$ cat config.mk
export PLATFORM = sky130hd
export DESIGN_NAME = uart_txrx_param
export DESIGN_NICKNAME = d
export VERILOG_FILES = /design/src/rtl/uart_pkg.sv /design/src/rtl/uart_baud_tick.sv /design/src/rtl/uart_txrx_param.sv
export SDC_FILE = /design/constraint.sdc
export NUM_CORES = 1
export LEC_CHECK = 0
export BUFFER_PORTS_ARGS = -buffer_cell sky130_fd_sc_hd__clkbuf_2
export CAP_MARGIN = 40
export CORE_MARGIN = 2
export CORE_UTILIZATION = 30
export DETAILED_ROUTE_END_ITERATION = 6
export PLACE_DENSITY = 0.48
export SLEW_MARGIN = 10
export SYNTH_ARGS = -nofsm -noshare
export SYNTH_HDL_FRONTEND = slang
export SYNTH_SLANG_ARGS = --single-unit
$ cat constraint.sdc
create_clock -name clk -period 3.65 [get_ports clk]
set_input_delay 0.73 -clock clk [delete_from_list [all_inputs] [get_ports clk]]
set_output_delay 0.73 -clock clk [all_outputs]
set_load 0.01 [all_outputs]
$ cat src/rtl/uart_pkg.sv
// Shared definitions for the parametrised UART: parity modes, FSM state types
// and the parity helper used by both the transmitter and the receiver.
package uart_pkg;

    localparam int unsigned PARITY_NONE = 0;
    localparam int unsigned PARITY_EVEN = 1;
    localparam int unsigned PARITY_ODD  = 2;

    typedef enum logic [2:0] {TxIdle, TxStart, TxData, TxParity, TxStop} tx_state_e;
    typedef enum logic [2:0] {RxIdle, RxStart, RxData, RxParity, RxStop} rx_state_e;

    // Unused upper data bits must be zero so they do not disturb the XOR.
    function automatic logic parity_bit(input int unsigned mode, input logic [8:0] data);
        if (mode == PARITY_EVEN) begin
            return ^data;
        end else if (mode == PARITY_ODD) begin
            return ~^data;
        end
        return 1'b0;
    endfunction

endpackage

$ cat src/rtl/uart_baud_tick.sv
// Free-running divider: one-cycle tick every DIV clocks while en is high;
// the count restarts from zero whenever en is low so ticks align to en rising.
module uart_baud_tick #(
    parameter int unsigned DIV = 16
) (
    input  logic clk,
    input  logic rst_n,
    input  logic en,
    output logic tick
);

    localparam int unsigned CW = (DIV > 1) ? $clog2(DIV) : 1;

    if (DIV < 1) begin : g_bad_div
        $error("uart_baud_tick: DIV must be at least 1");
    end

    logic [CW-1:0] cnt_q;
    logic          wrap;

    assign wrap = (cnt_q == CW'(DIV - 1));
    assign tick = en && wrap;

    always_ff @(posedge clk) begin
        if (!rst_n || !en) begin
            cnt_q <= '0;
        end else if (wrap) begin
            cnt_q <= '0;
        end else begin
            cnt_q <= cnt_q + 1'b1;
        end
    end

endmodule

$ cat src/rtl/uart_txrx_param.sv
// Parametrised full-duplex UART (data width, parity, stop bits, rx oversampling).
// Define UART_LOOPBACK_EN to add a loopback input that routes tx internally to rx.
module uart_txrx_param
    import uart_pkg::*;
#(
    parameter int unsigned CLK_FREQ    = 1_600_000,
    parameter int unsigned BAUD        = 100_000,
    parameter int unsigned DATA_BITS   = 8,
    parameter int unsigned PARITY_MODE = 0,
    parameter int unsigned STOP_BITS   = 1,
    parameter int unsigned OVERSAMPLE  = 16
) (
    input  logic                 clk,
    input  logic                 rst_n,
`ifdef UART_LOOPBACK_EN
    input  logic                 loopback,
`endif
    input  logic                 tx_start,
    input  logic [DATA_BITS-1:0] tx_data,
    output logic                 tx_busy,
    output logic                 tx_done,
    output logic                 tx,
    input  logic                 rx,
    output logic [DATA_BITS-1:0] rx_data,
    output logic                 rx_done,
    output logic                 rx_parity_err,
    output logic                 rx_frame_err
);

    localparam int unsigned BIT_DIV    = CLK_FREQ / BAUD;
    localparam int unsigned TICK_DIV   = CLK_FREQ / (BAUD * OVERSAMPLE);
    localparam int unsigned BCW        = $clog2(DATA_BITS);
    localparam int unsigned TCW        = $clog2(OVERSAMPLE);
    localparam bit          HAS_PARITY = (PARITY_MODE != PARITY_NONE);

    if (DATA_BITS < 5 || DATA_BITS > 9) begin : g_bad_data_bits
        $error("uart_txrx_param: DATA_BITS must be in 5..9");
    end
    if (PARITY_MODE > PARITY_ODD) begin : g_bad_parity
        $error("uart_txrx_param: PARITY_MODE must be 0, 1 or 2");
    end
    if (STOP_BITS < 1 || STOP_BITS > 2) begin : g_bad_stop
        $error("uart_txrx_param: STOP_BITS must be 1 or 2");
    end
    if (OVERSAMPLE < 4 || (OVERSAMPLE % 2) != 0) begin : g_bad_os
        $error("uart_txrx_param: OVERSAMPLE must be even and at least 4");
    end
    if (BAUD == 0 || (CLK_FREQ % (BAUD * OVERSAMPLE)) != 0) begin : g_bad_ratio
        $error("uart_txrx_param: CLK_FREQ must be an integer multiple of BAUD*OVERSAMPLE");
    end

    logic tx_q;
    logic rx_in;

`ifdef UART_LOOPBACK_EN
    assign tx    = loopback ? 1'b1 : tx_q;
    assign rx_in = loopback ? tx_q : rx;
`else
    assign tx    = tx_q;
    assign rx_in = rx;
`endif

    // ---------------------------------------------------------------- transmitter
    tx_state_e            tx_state_q;
    logic [DATA_BITS-1:0] tx_shift_q;
    logic [BCW-1:0]       tx_bit_q;
    logic                 tx_stop_q;
    logic                 tx_par_q;
    logic                 tx_tick;
    logic                 tx_last;
    logic                 tx_accept;

    uart_baud_tick #(
        .DIV (BIT_DIV)
    ) u_tx_tick (
        .clk   (clk),
        .rst_n (rst_n),
        .en    (tx_state_q != TxIdle),
        .tick  (tx_tick)
    );

    // Final cycle of the last stop bit doubles as an idle slot for back-to-back frames.
    assign tx_last   = (tx_state_q == TxStop) && tx_tick && (tx_stop_q == 1'(STOP_BITS - 1));
    assign tx_accept = tx_start && ((tx_state_q == TxIdle) || tx_last);
    assign tx_done   = tx_last;
    assign tx_busy   = (tx_state_q != TxIdle) && !tx_last;

    always_ff @(posedge clk) begin
        if (!rst_n) begin
            tx_state_q <= TxIdle;
            tx_q       <= 1'b1;
            tx_shift_q <= '0;
            tx_bit_q   <= '0;
            tx_stop_q  <= 1'b0;
            tx_par_q   <= 1'b0;
        end else if (tx_accept) begin
            tx_state_q <= TxStart;
            tx_q       <= 1'b0;
            tx_shift_q <= tx_data;
            tx_par_q   <= parity_bit(PARITY_MODE, 9'(tx_data));
        end else if (tx_last) begin
            tx_state_q <= TxIdle;
        end else if (tx_tick) begin
            case (tx_state_q)
                TxStart: begin
                    tx_q       <= tx_shift_q[0];
                    tx_shift_q <= tx_shift_q >> 1;
                    tx_bit_q   <= '0;
                    tx_state_q <= TxData;
                end
                TxData: begin
                    if (tx_bit_q == BCW'(DATA_BITS - 1)) begin
                        tx_stop_q <= 1'b0;
                        if (HAS_PARITY) begin
                            tx_q       <= tx_par_q;
                            tx_state_q <= TxParity;
                        end else begin
                            tx_q       <= 1'b1;
                            tx_state_q <= TxStop;
                        end
                    end else begin
                        tx_q       <= tx_shift_q[0];
                        tx_shift_q <= tx_shift_q >> 1;
                        tx_bit_q   <= tx_bit_q + 1'b1;
                    end
                end
                TxParity: begin
                    tx_q       <= 1'b1;
                    tx_state_q <= TxStop;
                end
                TxStop: tx_stop_q <= 1'b1;
                default: ;
            endcase
        end
    end

    // ------------------------------------------------------------------- receiver
    rx_state_e            rx_state_q;
    logic                 rx_s1_q, rx_s2_q, rx_prev_q;
    logic [TCW-1:0]       rx_tcnt_q;
    logic [BCW-1:0]       rx_bit_q;
    logic [DATA_BITS-1:0] rx_shift_q;
    logic                 rx_par_q;
    logic [DATA_BITS-1:0] rx_data_q;
    logic                 rx_done_q, rx_perr_q, rx_ferr_q;
    logic                 rx_tick;
    logic                 rx_mid;
    logic                 rx_sample;

    uart_baud_tick #(
        .DIV (TICK_DIV)
    ) u_rx_tick (
        .clk   (clk),
        .rst_n (rst_n),
        .en    (rx_state_q != RxIdle),
        .tick  (rx_tick)
    );

    assign rx_mid    = rx_tick && (rx_tcnt_q == TCW'(OVERSAMPLE / 2 - 1));
    assign rx_sample = rx_tick && (rx_tcnt_q == TCW'(OVERSAMPLE - 1));

    always_ff @(posedge clk) begin
        if (!rst_n) begin
            rx_state_q <= RxIdle;
            rx_s1_q    <= 1'b1;
            rx_s2_q    <= 1'b1;
            rx_prev_q  <= 1'b1;
            rx_tcnt_q  <= '0;
            rx_bit_q   <= '0;
            rx_shift_q <= '0;
            rx_par_q   <= 1'b0;
            rx_data_q  <= '0;
            rx_done_q  <= 1'b0;
            rx_perr_q  <= 1'b0;
            rx_ferr_q  <= 1'b0;
        end else begin
            rx_s1_q   <= rx_in;
            rx_s2_q   <= rx_s1_q;
            rx_prev_q <= rx_s2_q;
            rx_done_q <= 1'b0;
            if (rx_state_q != RxIdle && rx_tick && !rx_mid && !rx_sample) begin
                rx_tcnt_q <= rx_tcnt_q + 1'b1;
            end
            unique case (rx_state_q)
                RxIdle: begin
                    rx_tcnt_q <= '0;
                    if (rx_prev_q && !rx_s2_q) begin
                        rx_state_q <= RxStart;
                    end
                end
                RxStart: begin
                    if (rx_mid) begin
                        rx_tcnt_q  <= '0;
                        rx_bit_q   <= '0;
                        rx_state_q <= rx_s2_q ? RxIdle : RxData;
                    end else if (rx_sample) begin
                        rx_tcnt_q <= rx_tcnt_q + 1'b1;
                    end
                end
                RxData: begin
                    if (rx_sample) begin
                        rx_tcnt_q  <= '0;
                        rx_shift_q <= {rx_s2_q, rx_shift_q[DATA_BITS-1:1]};
                        if (rx_bit_q == BCW'(DATA_BITS - 1)) begin
                            rx_state_q <= HAS_PARITY ? RxParity : RxStop;
                        end else begin
                            rx_bit_q <= rx_bit_q + 1'b1;
                        end
                    end else if (rx_mid) begin
                        rx_tcnt_q <= rx_tcnt_q + 1'b1;
                    end
                end
                RxParity: begin
                    if (rx_sample) begin
                        rx_tcnt_q  <= '0;
                        rx_par_q   <= rx_s2_q;
                        rx_state_q <= RxStop;
                    end else if (rx_mid) begin
                        rx_tcnt_q <= rx_tcnt_q + 1'b1;
                    end
                end
                RxStop: begin
                    if (rx_sample) begin
                        rx_data_q  <= rx_shift_q;
                        rx_perr_q  <= HAS_PARITY &&
                                      (rx_par_q != parity_bit(PARITY_MODE, 9'(rx_shift_q)));
                        rx_ferr_q  <= !rx_s2_q;
                        rx_done_q  <= 1'b1;
                        rx_state_q <= RxIdle;
                    end else if (rx_mid) begin
                        rx_tcnt_q <= rx_tcnt_q + 1'b1;
                    end
                end
                default: rx_state_q <= RxIdle;
            endcase
        end
    end

    assign rx_data       = rx_data_q;
    assign rx_done       = rx_done_q;
    assign rx_parity_err = rx_perr_q;
    assign rx_frame_err  = rx_ferr_q;

endmodule
==> summary.md <==
| Metric | Value |
|---|---|
| Initial DRT Pass Iterations | `4` |
| Number of global-route vias before repair | `roughly 1.8k` |
| TritonCTS clock tree | `yes` |
| Top cell type's share of synthesized area | `0.4587` |
| Critical-path maximum fanout | `6` |
| RSZ-0062 raised after global routing | `false` |
| CTS Buffer Depth | `2` |
| Row count | `31` |
| Final Hold Vio Count | `0` |
| # hold bufs at CTS | `0` |
| Post-synthesis async set-or-reset flop share | `0` |
| Status | `complete, no violations` |
| Met2 wire len | `approximately 2100 microns` |
| Fmax | `0.4381 GHz` |
| CP Class | `reg -> out` |
| Largest area contributor in the netlist | `dfxtp_1` |
| Syn Area/Cell | `around 8.5 sq um` |
| Leak pwr | `0.9268 nW` |
| Pin count of the biggest net entering global routing | `21` |
| Top_reg_cell synth | `dfxtp_1` |
| DP HPWL | `about 3200 microns` |
| Cells after Synth | `268` |
| Num CTS Buffers | `5` |
| DRT antenna net count | `0` |
| Total track usage | `0.1175` |
| Core Area | `approximately 7300 sq um` |
| Slew HR | `0.5076` |
| DIE HEIGHT | `a little over 90 microns` |
| Clock skew | `roughly 0.0098 ns` |
| CP required | `around 2.9 ns` |
| Critical path startpoint category | `flip-flop` |
| Post CTS Setup Buffer Count | `0` |
| Die Area | `8277 sq um` |
| Seq/Total Area, Yosys | `0.4587` |
| Placer Congestion | `between 0.7 and 0.8` |
| Initial antenna violation count | `0` |
| Crit path DAT | `between 1.5 and 2 ns` |
| CTS sink cnt | `52` |
| WL per Instance | `between 10 and 15 microns` |
| Tcrit/Tclk final | `0.6254` |
| Root buf cell | `clkbuf_8` |
| EDFF count, synth | `0` |
| Die W | `about 90 microns` |
| Slew @ Worst Pin | `about 0.73 ns` |
| VDD IR max | `0.1594 mV` |
| Synth area leaders | `dfxtp_1 46%, nand2_1 8.8%, a21oi_1 4.9%` |
| Post-synthesis cell type count | `56` |
| Vias per inst | `between 4 and 5` |
| Fin crit period | `~2.3 ns` |
| Synth-to-layout area growth | `12.84%` |
| Yosys warns | `0` |
| Sum Neg Setup Slack | `0 ns` |
| Initial Util | `0.3113` |
| Commonest non-fill, non-tap cells in the layout | `53 x nand2_1, 52 x dfxtp_1, 24 x clkbuf_2, 22 x a21oi_1, 19 x nor2_1` |
| Layout cells sized above 1 | `0.1349` |
| CTS resizes | `0` |
| # nets final | `306` |
| CTS H-tree depth | `2` |
| Final setup fails | `0` |
| Core Util, Final | `0.3512` |
| Clk_lat worst skew | `0.31 ns` |
| Mapped Area | `between 2000 and 2500 sq um` |
| M1 WL | `approximately 2400 microns` |
| Commonest non-fill, non-tap cell in the layout | `nand2_1` |
| CP Capture Type | `output port` |
| First DRT Iteration DRCs | `approximately 110` |
| Max Cap Viol | `0` |
| IO Count | `26` |
| DR WL met3 | `about 200 microns` |
| First-pass GRT wire length | `around 8000 microns` |
| Buffers on Ports | `24` |
| Fill cell count | `796` |
| Uppermost layer routed | `met4` |
| Post-Route WL | `about 4700 microns` |
| Drt drc | `0` |
| Slew Limit Fails | `0` |
| PwrDens | `between 300 and 400 nW/um^2` |
| Grt ovf | `0` |
| Worst hold-check path type | `reg -> reg` |
| # diodes | `0` |
| #FFs+latches synth | `52` |
| Routed vias | `just under 2k` |
| Reg clk slew, reported paths | `0.10 ns` |
[kinds of logic (layout without fill, tap and decap cells)]
group,after synthesis,in the layout,share of synthesized area
and+or+nand+nor,116,116,0.2563
AOI/OAI and AO/OA,71,71,0.2034
DFF,52,52,0.4587
buffers and inverters,20,40,0.03914
adders and majority gates,6,6,0.03308
xor gates and xnor gates,2,2,0.007719
other,1,2,0.001652
[sequential cells by signal (all words and copies together), names as in the netlist, 3 cells and up]
name	flops
tx_shift_q	8
rx_state_q	3
rx_shift_q	8
u_tx_tick.cnt_q	4
tx_state_q	3
tx_bit_q	3
rx_data	8
rx_tcnt_q	4
rx_bit_q	3
[through the flow]
| step | instances | power [W] | hold WS (ns) | setup slack [ns] | instance area [sq um] |
|---|---|---|---|---|---|
| detailed placement | 380 | 0.0006753 | 0.3978 | 1.446 | 2466 |
| floorplan | 269 | 0.0006578 | 0.3863 | 1.832 | 2273 |
| finish | 388 | 0.001005 | 0.4190 | 1.367 | 2561 |
| CTS | 388 | 0.001024 | 0.4274 | 1.345 | 2561 |
| global placement | 380 | 0.0006759 | 0.4099 | 1.462 | 2466 |
| global route | 388 | 0.001057 | 0.4742 | 1.245 | 2561 |
[layout make-up]
| type | count | area (sq um) | share of cell area |
|---|---|---|---|
| inverters | 6 | 22.52 | 0.008793 |
| clock buffers | 5 | 68.82 | 0.02687 |
| multi-input cells | 197 | 1144 | 0.4465 |
| clock inverters | 3 | 26.28 | 0.01026 |
| repair buffers | 26 | 135.1 | 0.05276 |
| well taps | 99 | 123.9 | 0.04836 |
| flip-flops and latches | 52 | 1041 | 0.4064 |
[cell usage after synthesis (3+ instances only)]
cell type	n
a211oi_1	5
a21oi_1	22
a22oi_1	4
a31oi_1	8
buf_2	5
clkbuf_1	7
dfxtp_1	52
ha_1	6
inv_1	5
nand2_1	53
nand2b_1	4
nand3_1	5
nand3b_1	3
nor2_1	19
nor2b_1	3
nor3_1	8
o21ai_0	11
[power by group]
part           total [W]  internal, W  switching [W]
clock network   0.000342     0.000140       0.000202
logic          0.0000663    0.0000289      0.0000373
registers       0.000596     0.000582      0.0000144
[worst max-delay path: stages, from the launching register on]
cell and delay [ns]:
dfxtp_1 0.36, ha_1 0.28, and4b_1 0.31, and3_1 0.17, clkbuf_2 0.13
[final timing paths]
path                                    startpoint       endpoint  slack [ns]  cells past startpoint
worst min register to register             rx_s1_q        rx_s2_q        0.42                      1
worst min-delay path                       rx_s1_q        rx_s2_q        0.42                      1
worst max register to register         tx_bit_q[0]  tx_shift_q[0]        1.77                      6
worst max-delay path            u_tx_tick.cnt_q[0]        tx_done        1.37                      4
[layer usage]
metal / GRT usage / up-vias
met2: 0.1938 / 38
li1: - / 995
met3: 0.02490 / 5
met5: 0 / -
met1: 0.1543 / 883
met4: 0.03535 / 0
Power figures use the tool's default switching activity.
